[src/rtl/skip_pkg.sv]
// Shared types and default sizes for the skip_sched mask sequencer.
package skip_pkg;

  localparam int unsigned LEN_DEF     = 16;
  localparam int unsigned DEPTH_DEF   = 4;
  localparam int unsigned DWELL_W_DEF = 16;

  typedef enum logic [1:0] {
    IDLE = 2'd0,
    LOAD = 2'd1,
    RUN  = 2'd2
  } state_e;

endpackage

[src/rtl/skip_sched_if.sv]
// Control, table-write and ring-drive bundle between the counter logic and skip_sched.
interface skip_sched_if #(
  parameter int LEN     = 16,
  parameter int DEPTH   = 4,
  parameter int DWELL_W = 16
);
  localparam int AW = $clog2(DEPTH);

  logic               WE;
  logic [AW-1:0]      WADDR;
  logic [LEN-1:0]     WMASK;
  logic [DWELL_W-1:0] WDWELL;
  logic               START;
  logic               STOP;
  logic               BUSY;
  logic [AW-1:0]      IDX;
  logic [LEN-1:0]     MASK;
  logic               RING_RST;
  logic               RING_E;
  logic               TICK;
  logic               WRAP;

  modport master (
    output WE, WADDR, WMASK, WDWELL, START, STOP,
    input  BUSY, IDX, MASK, RING_RST, RING_E, TICK, WRAP
  );

  modport slave (
    input  WE, WADDR, WMASK, WDWELL, START, STOP,
    output BUSY, IDX, MASK, RING_RST, RING_E, TICK, WRAP
  );
endinterface

[src/rtl/skip_prescaler.sv]
// Divides the system clock into the ring tick; cleared outside RUN.
module skip_prescaler #(
  parameter int unsigned PRE_DIV = 2**24
) (
  input  logic CLK,
  input  logic RST,
  input  logic clr_i,
  input  logic run_nxt_i,
  output logic tick_o,
  output logic tick_nxt_o
);
  localparam int unsigned CW = $clog2(PRE_DIV);
  localparam logic [CW-1:0] TERM = CW'(PRE_DIV - 1);

  logic [CW-1:0] cnt_q, cnt_d;
  logic          tick_q, tick_d;

  // TICK is registered, so it is predicted from the next count value.
  always_comb begin
    cnt_d = cnt_q;
    if (clr_i || cnt_q == TERM) begin
      cnt_d = '0;
    end else begin
      cnt_d = cnt_q + CW'(1);
    end
    tick_d = run_nxt_i && (cnt_d == TERM);
  end

  always_ff @(posedge CLK or posedge RST) begin
    if (RST) begin
      cnt_q  <= '0;
      tick_q <= 1'b0;
    end else begin
      cnt_q  <= cnt_d;
      tick_q <= tick_d;
    end
  end

  assign tick_o     = tick_q;
  assign tick_nxt_o = tick_d;
endmodule

[src/rtl/skip_sched.sv]
// Mask/dwell schedule table and LOAD/RUN sequencer driving the skipring.
// Build option SKIP_SCHED_ONESHOT_EN: stop in IDLE after the last entry instead of looping.
//   state | meaning
//   IDLE  | ring held in reset, counters cleared, waiting for START
//   LOAD  | one cycle, new MASK applied while ring still in reset
//   RUN   | ring enabled, counting dwell ticks for the current entry
module skip_sched
  import skip_pkg::*;
#(
  parameter int LEN     = 16,
  parameter int DEPTH   = 4,
  parameter int DWELL_W = 16,
  parameter int PRE_DIV = 2**24
) (
  input logic       CLK,
  input logic       RST,
  skip_sched_if.slave bus
);
  localparam int AW = $clog2(DEPTH);

  logic [LEN-1:0]     tbl_mask_q  [DEPTH];
  logic [DWELL_W-1:0] tbl_dwell_q [DEPTH];

  state_e             state_q, state_d;
  logic [AW-1:0]      idx_q, idx_d;
  logic [LEN-1:0]     mask_q, mask_d, mask_nxt;
  logic [DWELL_W-1:0] dwell_cnt_q, dwell_cnt_d, dwell_nxt, eff_dwell;
  logic               last_q, last_d, wrap_q, wrap_d;
  logic               busy_q, ring_rst_q, ring_e_q;
  logic               tick, tick_nxt, presc_clr, presc_run_nxt;

  always_ff @(posedge CLK or posedge RST) begin
    if (RST) begin
      for (int i = 0; i < DEPTH; i++) begin
        tbl_mask_q[i]  <= '0;
        tbl_dwell_q[i] <= '0;
      end
    end else if (bus.WE) begin
      tbl_mask_q[bus.WADDR]  <= bus.WMASK;
      tbl_dwell_q[bus.WADDR] <= bus.WDWELL;
    end
  end

  assign presc_clr     = (state_q != RUN);
  assign presc_run_nxt = (state_d == RUN);

  skip_prescaler #(.PRE_DIV(PRE_DIV)) u_presc (
    .CLK        (CLK),
    .RST        (RST),
    .clr_i      (presc_clr),
    .run_nxt_i  (presc_run_nxt),
    .tick_o     (tick),
    .tick_nxt_o (tick_nxt)
  );

  always_comb begin
    state_d = state_q;
    idx_d   = idx_q;
    unique case (state_q)
      IDLE: begin
        if (bus.START && !bus.STOP) begin
          state_d = LOAD;
          idx_d   = '0;
        end
      end
      LOAD: state_d = bus.STOP ? IDLE : RUN;
      RUN: begin
        if (bus.STOP) begin
          state_d = IDLE;
        end else if (last_q) begin
          idx_d = idx_q + AW'(1);
`ifdef SKIP_SCHED_ONESHOT_EN
          state_d = (idx_q == AW'(DEPTH - 1)) ? IDLE : LOAD;
`else
          state_d = LOAD;
`endif
        end
      end
      default: state_d = IDLE;
    endcase
  end

  // Table values as they will be after this cycle's write, so the registered
  // MASK and the end-of-entry prediction see same-cycle writes.
  always_comb begin
    mask_nxt  = tbl_mask_q[idx_d];
    dwell_nxt = tbl_dwell_q[idx_d];
    if (bus.WE && bus.WADDR == idx_d) begin
      mask_nxt  = bus.WMASK;
      dwell_nxt = bus.WDWELL;
    end
    eff_dwell   = (dwell_nxt == '0) ? DWELL_W'(1) : dwell_nxt;
    mask_d      = (state_d == LOAD) ? mask_nxt : mask_q;
    dwell_cnt_d = dwell_cnt_q;
    if (state_q != RUN) begin
      dwell_cnt_d = '0;
    end else if (tick) begin
      dwell_cnt_d = dwell_cnt_q + DWELL_W'(1);
    end
    // last_q/wrap_q are high during the TICK that completes the entry.
    last_d = tick_nxt &&
             (({1'b0, dwell_cnt_d} + (DWELL_W + 1)'(1)) >= {1'b0, eff_dwell});
    wrap_d = last_d && (idx_q == AW'(DEPTH - 1));
  end

  always_ff @(posedge CLK or posedge RST) begin
    if (RST) begin
      state_q     <= IDLE;
      idx_q       <= '0;
      mask_q      <= '0;
      dwell_cnt_q <= '0;
      last_q      <= 1'b0;
      wrap_q      <= 1'b0;
      busy_q      <= 1'b0;
      ring_rst_q  <= 1'b1;
      ring_e_q    <= 1'b0;
    end else begin
      state_q     <= state_d;
      idx_q       <= idx_d;
      mask_q      <= mask_d;
      dwell_cnt_q <= dwell_cnt_d;
      last_q      <= last_d;
      wrap_q      <= wrap_d;
      busy_q      <= (state_d != IDLE);
      ring_rst_q  <= (state_d != RUN);
      ring_e_q    <= (state_d == RUN);
    end
  end

  assign bus.BUSY     = busy_q;
  assign bus.IDX      = idx_q;
  assign bus.MASK     = mask_q;
  assign bus.RING_RST = ring_rst_q;
  assign bus.RING_E   = ring_e_q;
  assign bus.TICK     = tick;
  assign bus.WRAP     = wrap_q;
endmodule

[src/flat_wrapper.sv]
// flat-port wrapper written by rule: the top's interface ports become plain ports
module skip_sched_flat import skip_pkg::*;
#(
  parameter int LEN     = 16,
  parameter int DEPTH   = 4,
  parameter int DWELL_W = 16,
  parameter int PRE_DIV = 2**24
)
  (CLK, RST, bus_WE, bus_WADDR, bus_WMASK, bus_WDWELL, bus_START, bus_STOP, bus_BUSY, bus_IDX, bus_MASK, bus_RING_RST, bus_RING_E, bus_TICK, bus_WRAP);
  skip_sched_if #(.LEN(LEN), .DEPTH(DEPTH), .DWELL_W(DWELL_W)) bus_i ();
  input logic CLK;
  input logic RST;
  input wire logic [$bits(bus_i.WE)-1:0] bus_WE;
  input wire logic [$bits(bus_i.WADDR)-1:0] bus_WADDR;
  input wire logic [$bits(bus_i.WMASK)-1:0] bus_WMASK;
  input wire logic [$bits(bus_i.WDWELL)-1:0] bus_WDWELL;
  input wire logic [$bits(bus_i.START)-1:0] bus_START;
  input wire logic [$bits(bus_i.STOP)-1:0] bus_STOP;
  output wire logic [$bits(bus_i.BUSY)-1:0] bus_BUSY;
  output wire logic [$bits(bus_i.IDX)-1:0] bus_IDX;
  output wire logic [$bits(bus_i.MASK)-1:0] bus_MASK;
  output wire logic [$bits(bus_i.RING_RST)-1:0] bus_RING_RST;
  output wire logic [$bits(bus_i.RING_E)-1:0] bus_RING_E;
  output wire logic [$bits(bus_i.TICK)-1:0] bus_TICK;
  output wire logic [$bits(bus_i.WRAP)-1:0] bus_WRAP;
  assign bus_i.WE = bus_WE;
  assign bus_i.WADDR = bus_WADDR;
  assign bus_i.WMASK = bus_WMASK;
  assign bus_i.WDWELL = bus_WDWELL;
  assign bus_i.START = bus_START;
  assign bus_i.STOP = bus_STOP;
  assign bus_BUSY = bus_i.BUSY;
  assign bus_IDX = bus_i.IDX;
  assign bus_MASK = bus_i.MASK;
  assign bus_RING_RST = bus_i.RING_RST;
  assign bus_RING_E = bus_i.RING_E;
  assign bus_TICK = bus_i.TICK;
  assign bus_WRAP = bus_i.WRAP;
  skip_sched #(.LEN(LEN), .DEPTH(DEPTH), .DWELL_W(DWELL_W), .PRE_DIV(PRE_DIV)) u_core (.CLK(CLK), .RST(RST), .bus(bus_i));
endmodule
[config.mk]
export PLATFORM = sky130hd
export DESIGN_NAME = skip_sched_flat
export DESIGN_NICKNAME = d
export VERILOG_FILES = /design/src/rtl/skip_pkg.sv /design/src/rtl/skip_sched_if.sv /design/src/rtl/skip_prescaler.sv /design/src/rtl/skip_sched.sv /design/src/flat_wrapper.sv
export SDC_FILE = /design/constraint.sdc
export NUM_CORES = 1
export LEC_CHECK = 0
export ABC_AREA = 1
export BUFFER_PORTS_ARGS = -buffer_cell sky130_fd_sc_hd__buf_2
export CAP_MARGIN = 15
export CORE_MARGIN = 2
export CORE_UTILIZATION = 30
export DETAILED_ROUTE_END_ITERATION = 12
export PLACE_DENSITY = 0.45
export SLEW_MARGIN = 30
export SYNTH_ARGS = -nofsm -noshare
export SYNTH_HDL_FRONTEND = slang
export SYNTH_SLANG_ARGS = --single-unit
[constraint.sdc]
create_clock -name CLK -period 9.2 [get_ports CLK]
set_input_delay 1.38 -clock CLK [delete_from_list [all_inputs] [get_ports CLK]]
set_output_delay 1.38 -clock CLK [all_outputs]
set_load 0.03 [all_outputs]
# Yosys cells after proc, flatten, opt, wreduce, memory -nomap -nowiden
# Index checks and enable logic that the tools add are counted.
[totals] regBits=194 in_bits=39 out_inout_bits=23 wordCells=75
[classes] n_addsub=4 n_lt_le_gt_ge=4 n_eq_ne=10 n_mux=25 bitwise=2 n_reduce_logical=11
[op_table] op="16-bit 2-to-1 mux" count=10
[op_table] op="64-bit bitwise mux" count=2
[op_table] op="16-bit binary-select mux with 2-bit select" count=2
[op_table] op="24-bit equality test, second input constant" count=2
[op_table] op="16-bit demux with 2-bit select" count=1
[op_table] op="24-bit by 1-bit adder with 24-bit output, second input constant" count=1
[op_table] op="24-bit 2-to-1 mux" count=1
[op_table] op="16-bit by 1-bit adder with 17-bit output, second input constant" count=1
[op_table] op="17-bit by 16-bit greater-or-equal comparator with 1-bit output" count=1
[op_table] op="16-bit by 1-bit adder with 16-bit output, second input constant" count=1
[op_table] op="16-bit zero test" count=1
[op_table] op="2-bit 2-to-1 mux" count=7
[op_table] op="2-bit equality test, second input constant" count=3
[op_table] op="3-bit greater-or-equal comparator, second input constant" count=2
[op_table] op="1-bit logical AND" count=6
[op_table] op="2-bit NOT with 3-bit output" count=2
[op_table] op="2-bit one-hot mux with 3 select lines" count=1
[op_table] op="2-bit by 1-bit equality test with 1-bit output, second input constant" count=2
[op_table] op="2-bit != test, second input constant" count=2
[op_table] op="2-bit one-hot mux with 2 select lines" count=1
[op_table] op="3-bit by 1-bit < comparator with 1-bit output, second input constant" count=1
[op_table] op="2-bit by 1-bit adder with 2-bit output, second input constant" count=1
[op_table] op="2-bit equality test" count=1
[op_table] op="2-bit zero test" count=1
[op_table] op="3 further kinds" count=3

# Logic depth before layout (Yosys ltp)
[logic_depth] word_depth=14 depth_mapped=30 ltp_nobuf=29

# Cells and area by module
# A second synthesis with hierarchy kept.
[unflattened] cells_unflattened=1409 hier_area_um2=10685.2
[by_module_without_submodules] mod="skip_sched" n_inst=1 cells_each=1180 area_per_inst_um2=9078.7 seq_area_each_um2=4230.3
[by_module_without_submodules] mod="skip_prescaler" n_inst=1 cells_each=229 area_per_inst_um2=1606.5 seq_area_each_um2=625.6

# Worst setup path before layout
# OpenSTA, ideal clock, no wires.
[synth_path] path_kind="in2reg" startpoint="input bus_STOP" endpoint="register u_core.wrap_q, in the netlist u_core.bus.WRAP" setup_ps=115 t_arrival_ps=3447 required_ps=9085 path_slack_ps=5639 cell_stages=25 n_path_buf=2 cell_sequence="nor2_1 -> nand2_1 -> nand2_1 -> nand3_1 -> buf_4 -> buf_4 -> nand2_1 -> nand3_1 -> nand2_1 -> nand2_1 -> nand2_1 -> inv_1 -> ha_1 -> a21oi_1 -> o21ai_0 -> o21ai_0 -> nand2_1 -> nand2_1 -> nand2_1 -> nand2_1 -> nand2_1 -> nand2_1 -> nand3_1 -> nand2_1 -> nor2_1"
[synth_via] elab_chain_len=14 word_cells_on_any_way=23 cone_classes="order compare (1); eq/ne (2); mux (12); bitwise (1); reduce/logical (7)"
[synth_rtl] item="start, declared" line_no="flat_wrapper.sv:18" source="input wire logic [$bits(bus_i.STOP)-1:0] bus_STOP;"
[synth_rtl] item="1-bit zero test" line_no="skip_sched.sv:61" source="if (bus.START && !bus.STOP) begin"
[synth_rtl] item="1-bit logical AND" line_no="skip_sched.sv:61"
[synth_rtl] item="2-bit 2-to-1 mux" line_no="skip_sched.sv:61"
[synth_rtl] item="2-bit one-hot mux with 2 select lines" line_no="skip_sched.sv:59" source="unique case (state_q)"
[synth_rtl] item="2-bit NOT with 3-bit output (not written as such)" line_no="skip_sched.sv:87" source="dwell_nxt = tbl_dwell_q[idx_d];"
[synth_rtl] item="16-bit binary-select mux with 2-bit select" line_no="skip_sched.sv:87"
[synth_rtl] item="16-bit 2-to-1 mux (not written as such) (2 in series)" line_no="skip_sched.sv:87"
[synth_rtl] item="16-bit 2-to-1 mux" line_no="skip_sched.sv:88" source="if (bus.WE && bus.WADDR == idx_d) begin"
[synth_rtl] item="16-bit zero test" line_no="skip_sched.sv:92" source="eff_dwell = (dwell_nxt == '0) ? DWELL_W'(1) : dwell_nxt;"
[synth_rtl] item="16-bit 2-to-1 mux" line_no="skip_sched.sv:92"
[synth_rtl] item="17-bit by 16-bit greater-or-equal comparator with 1-bit output" line_no="skip_sched.sv:102" source="(({1'b0, dwell_cnt_d} + (DWELL_W + 1)'(1)) >= {1'b0, eff_dwell});"
[synth_rtl] item="1-bit logical AND *" line_no="skip_sched.sv:101" source="last_d = tick_nxt &&"
[synth_rtl] item="1-bit logical AND *" line_no="skip_sched.sv:103" source="wrap_d = last_d && (idx_q == AW'(DEPTH - 1));"
[synth_rtl] item="named net u_core.wrap_d" line_no="skip_sched.sv:28" source="logic last_q, last_d, wrap_q, wrap_d;"
[synth_rtl] item="end signal, assigned" line_no="skip_sched.sv:123" source="wrap_q <= wrap_d;"
[synth_rtl] item="end, declared" line_no="skip_sched.sv:28"
# The timed path passes the listed nets; every way through them passes the cells marked *. The select of a mux whose other input is x is not followed.
# A chain may end at the register's enable or synchronous reset.

# Worst setup path after layout
[layout_path] startpoint="input bus_STOP" endpoint="register u_core.last_q"
[layout_via] elab_chain_len=13 word_cells_on_any_way=22 cone_classes="order compare (1); eq/ne (2); mux (12); bitwise (1); reduce/logical (6)"
[layout_rtl] item="1-bit zero test" line_no="skip_sched.sv:61"
[layout_rtl] item="1-bit logical AND" line_no="skip_sched.sv:61"
[layout_rtl] item="2-bit 2-to-1 mux" line_no="skip_sched.sv:61"
[layout_rtl] item="2-bit one-hot mux with 2 select lines" line_no="skip_sched.sv:59"
[layout_rtl] item="2-bit NOT with 3-bit output (not written as such)" line_no="skip_sched.sv:87"
[layout_rtl] item="16-bit binary-select mux with 2-bit select" line_no="skip_sched.sv:87"
[layout_rtl] item="16-bit 2-to-1 mux (not written as such) (2 in series)" line_no="skip_sched.sv:87"
[layout_rtl] item="16-bit 2-to-1 mux" line_no="skip_sched.sv:88"
[layout_rtl] item="16-bit zero test" line_no="skip_sched.sv:92"
[layout_rtl] item="16-bit 2-to-1 mux" line_no="skip_sched.sv:92"
[layout_rtl] item="17-bit by 16-bit greater-or-equal comparator with 1-bit output" line_no="skip_sched.sv:102"
[layout_rtl] item="1-bit logical AND *" line_no="skip_sched.sv:101"
[layout_rtl] item="named net u_core.last_d" line_no="skip_sched.sv:28"
[layout_rtl] item="end signal, assigned" line_no="skip_sched.sv:122" source="last_q <= last_d;"
[layout_rtl] item="end, declared" line_no="skip_sched.sv:28"
# Marked as above.

==> results by group <==
Status
  • Outcome: complete, no violations

Critical path
  • Most used cell, CP: sky130_fd_sc_hd__nand2_1
  • Capturing point of the worst reg2reg path: u_core.last_q
  • Slowest-stage cell, CP: sky130_fd_sc_hd__buf_4
  • Worst R2R Start: u_core.state_q[0]
  • Data required time at the worst endpoint: 9530 ps
  • Category of the worst setup path launch point: primary input
  • Kind of end point of the critical path: flip-flop
  • Worst Reg-to-Reg Cells: 29
  • Class of the most critical setup path: primary input to flip-flop
  • Crit path arrival time: 5000 ps
  • Reg2Reg Setup Slack: 4950 ps
  • Crit-path max cell delay: 580 ps
  • Largest driver fanout on the critical path: 65

Pwr
  • Total Power: 0.00228 W
  • Cell area power density: 196 mW/mm^2
  • Max VDD drop: 0.118 mV
  • Static leakage: 5.86 nW

Timing
  • Clock Skews: 9.93 ps
  • Transition time at the pin with the least slew margin: 849 ps
  • Final-report hold violation count: 0
  • Maximum frequency from static timing analysis: 214 MHz
  • Final period utilization: 0.508
  • Worst rel slew slack: 0.432
  • Total setup violations reported at the end of the flow: 0
  • Final worst-path setup slack: 4530 ps
  • Shortest clock period the worst path allows after layout: 4670 ps
  • Total negative slack: 0 ps
  • RSZ-0062 raised after global routing: false
  • Number of max-slew violations in the final report: 0

Placement
  • Post-detailed-placement cell area: 0.0110 mm^2
  • GP Congestion: 0.787
  • Cell count after placement: 1831
  • Placed wire-length estimate: 18.0 mm
  • Post-Place Setup Slack: 4070 ps
  • Number of buffers added on ports: 61

Cells and area
  • Most common cell after layout, fill and taps aside: sky130_fd_sc_hd__nand2_1
  • Synth-to-Final Area Change: 12.4%
  • Total non-filler cell area in the finished layout: 0.0116 mm^2
  • Final Net Count: 1454
  • Fraction of layout instances using a drive strength above 1: 0.104
  • Non-filler instance count after layout: 1863
  • # diodes: 0
  • Filler cell count: 3657
  • Top library cells by usage in the layout, fill and taps aside: sky130_fd_sc_hd__nand2_1 (418), sky130_fd_sc_hd__dfrtp_1 (193), sky130_fd_sc_hd__inv_1 (175)

GRT
  • Tot GR Track Use: 0.154
  • Global-route met1 utilization: 0.222
  • GR met3 Demand/Resource: 0.0255
  • Met2 capacity usage during global routing: 0.243
  • Most Used Layer, Global Route: met2
  • Global-route wire length before repair: 44.4 mm
  • Antenna violations before repair: 0
  • Maximum number of pins on one net before global-route repair: 122
  • Number of global-route vias before repair: 8284
  • Sum of overflow across all layers after global routing: 0

Synth
  • Post-synthesis cell count: 1367
  • Average size of a mapped cell: 7.58 um^2
  • Sequential-to-total area share from yosys stat: 0.469
  • Distinct cell type count after synthesis: 36
  • Synthesized Nets: 1426
  • Number of storage elements in the synthesis netlist: 194
  • Number of warnings printed during yosys synthesis: 0
  • Cell area after synthesis: 0.0104 mm^2

Floorplan
  • IO Count: 62
  • Initial core utilization: 0.302
  • Core region area: 0.0343 mm^2
  • Cell Rows: 68
  • Die width: 190 um
  • Die height: 190 um
  • Full die area: 0.0360 mm^2

Clocking
  • Clock sinks: 194
  • Worst-path clk slew: 70 ps
  • Number of cells upsized or downsized after cts: 0
  • CTS tree: yes
  • Number of levels the H-tree was split into: 4
  • Buffer levels on the longest clock path: 2
  • Inserted Clock Buffers: 17
  • Post CTS Setup Buffer Count: 0
  • Post-cts hold buffer count: 0
  • CTS root buffer: sky130_fd_sc_hd__clkbuf_16
  • Skew-Pair Late Insertion Delay: 440 ps

Route
  • Routed wire length: 26.9 mm
  • Vias after detailed routing: 8600
  • TritonRoute pass-1 iters: 5
  • Count of routing violations after the opening detailed-route iteration: 618
  • Remaining routing DRC violations: 0
  • Average via count per standard cell: 4.62
  • Antenna Violating Nets Remaining: 0
  • Final routed wire length divided by cell count: 14.4 um

Worst hold path
  • Path type of the worst min-delay path: flip-flop to flip-flop
  • Destination of the worst hold path: u_core.bus.MASK[6]
  • Worst hold path startpoint: u_core.bus.MASK[6]
  • Hold depth: 2

Job
  • Max-capacitance violation count: 0
-- worst max path at each step --
stage              start              end  slack [ps]  cells after the start
2_1_floorplan        RST  u_core.bus.BUSY        2540                      1
3_3_place_gp   bus_START  u_core.bus.WRAP        3770                     30
3_5_place_dp    bus_STOP    u_core.last_q        4070                     29
4_1_cts         bus_STOP    u_core.last_q        4530                     29
5_1_grt         bus_STOP  u_core.bus.WRAP        4020                     29
6_report        bus_STOP    u_core.last_q        4530                     29
-- where the power goes --
group	internal, W	total [W]	switching (W)
registers	0.000969	0.00103	0.0000628
clock network	0.000416	0.000769	0.000353
logic	0.000155	0.000477	0.000322
total	0.00154	0.00228	0.000739
-- flip-flops by register name, indices dropped and copies added, names as in the netlist, 2 cells and up --
register	cells
u_core.dwell_cnt_q	16
u_core.tbl_dwell_q	64
u_core.tbl_mask_q	64
u_core.state_q	2
u_core.u_presc.cnt_q	24
u_core.bus.IDX	2
u_core.bus.MASK	16
-- critical path: cells and delay by family --
family	cells	cell delay (ps)
fa+ha+maj	1	140
compound gates	1	170
buf+inv	4	1230
simple gates	23	2050
-- routing by layer --
layer	routed length (um)	vias to the layer above
met2	12100	123
met1	13800	4056
li1	-	4406
met5	0	-
met4	251	0
met3	664	15
-- through the flow --
stage / hold WS, ps / util
3_3_place_gp: 460 / 0.322
6_report: 481 / 0.340
5_1_grt: 505 / 0.340
2_1_floorplan: 453 / -
3_5_place_dp: 461 / 0.322
4_1_cts: 485 / 0.339
-- final cells by class --
type | count | area [um^2] | share of cell area
clock inverters | 12 | 149 | 0.0128
flip-flops and latches | 194 | 4860 | 0.417
multi-input cells | 928 | 4540 | 0.390
inverters | 184 | 703 | 0.0604
well taps | 455 | 569 | 0.0489
repair buffers | 70 | 377 | 0.0323
clock buffers | 20 | 447 | 0.0384
-- cell usage after synthesis --
| cell | instances | area (um^2) |
|---|---|---|
| sky130_fd_sc_hd__a211oi_1 | 1 | 7.51 |
| sky130_fd_sc_hd__a21oi_1 | 43 | 215 |
| sky130_fd_sc_hd__a21oi_2 | 1 | 8.76 |
| sky130_fd_sc_hd__a22oi_1 | 16 | 120 |
| sky130_fd_sc_hd__a31oi_1 | 2 | 12.5 |
| sky130_fd_sc_hd__buf_1 | 1 | 3.75 |
| sky130_fd_sc_hd__buf_2 | 25 | 125 |
| sky130_fd_sc_hd__buf_4 | 5 | 37.5 |
| sky130_fd_sc_hd__buf_6 | 2 | 22.5 |
| sky130_fd_sc_hd__clkbuf_1 | 28 | 105 |
| sky130_fd_sc_hd__clkinv_1 | 1 | 3.75 |
| sky130_fd_sc_hd__dfrtp_1 | 193 | 4830 |
| sky130_fd_sc_hd__dfstp_2 | 1 | 26.3 |
| sky130_fd_sc_hd__ha_1 | 20 | 250 |
| sky130_fd_sc_hd__inv_1 | 176 | 661 |
| sky130_fd_sc_hd__inv_2 | 7 | 26.3 |
| sky130_fd_sc_hd__nand2_1 | 419 | 1570 |
| sky130_fd_sc_hd__nand2_2 | 5 | 31.3 |
| sky130_fd_sc_hd__nand2_4 | 1 | 11.3 |
| sky130_fd_sc_hd__nand3_1 | 88 | 440 |
| sky130_fd_sc_hd__nand3_2 | 3 | 30.0 |
| sky130_fd_sc_hd__nand3b_1 | 2 | 15.0 |
| sky130_fd_sc_hd__nand4_1 | 36 | 225 |
| sky130_fd_sc_hd__nor2_1 | 74 | 278 |
| sky130_fd_sc_hd__nor2_2 | 15 | 93.8 |
| sky130_fd_sc_hd__nor2_4 | 5 | 56.3 |
| sky130_fd_sc_hd__nor3_1 | 12 | 60.1 |
| sky130_fd_sc_hd__nor3_2 | 1 | 10.0 |
| sky130_fd_sc_hd__o211ai_1 | 16 | 120 |
| sky130_fd_sc_hd__o21a_1 | 1 | 7.51 |
| sky130_fd_sc_hd__o21ai_0 | 133 | 666 |
| sky130_fd_sc_hd__o21ai_1 | 2 | 10.0 |
| sky130_fd_sc_hd__o21bai_1 | 3 | 22.5 |
| sky130_fd_sc_hd__or2_2 | 1 | 6.26 |
| sky130_fd_sc_hd__xnor2_1 | 8 | 70.1 |
| sky130_fd_sc_hd__xor2_1 | 20 | 175 |
-- cells by family after synthesis --
family,after synthesis,share of synthesized area
fa+ha+maj,20,0.0242
compound gates,218,0.115
simple gates,662,0.273
flops,194,0.469
buf+inv,245,0.0951
xor+xnor,28,0.0237
(Power assumes the default switching activity.)
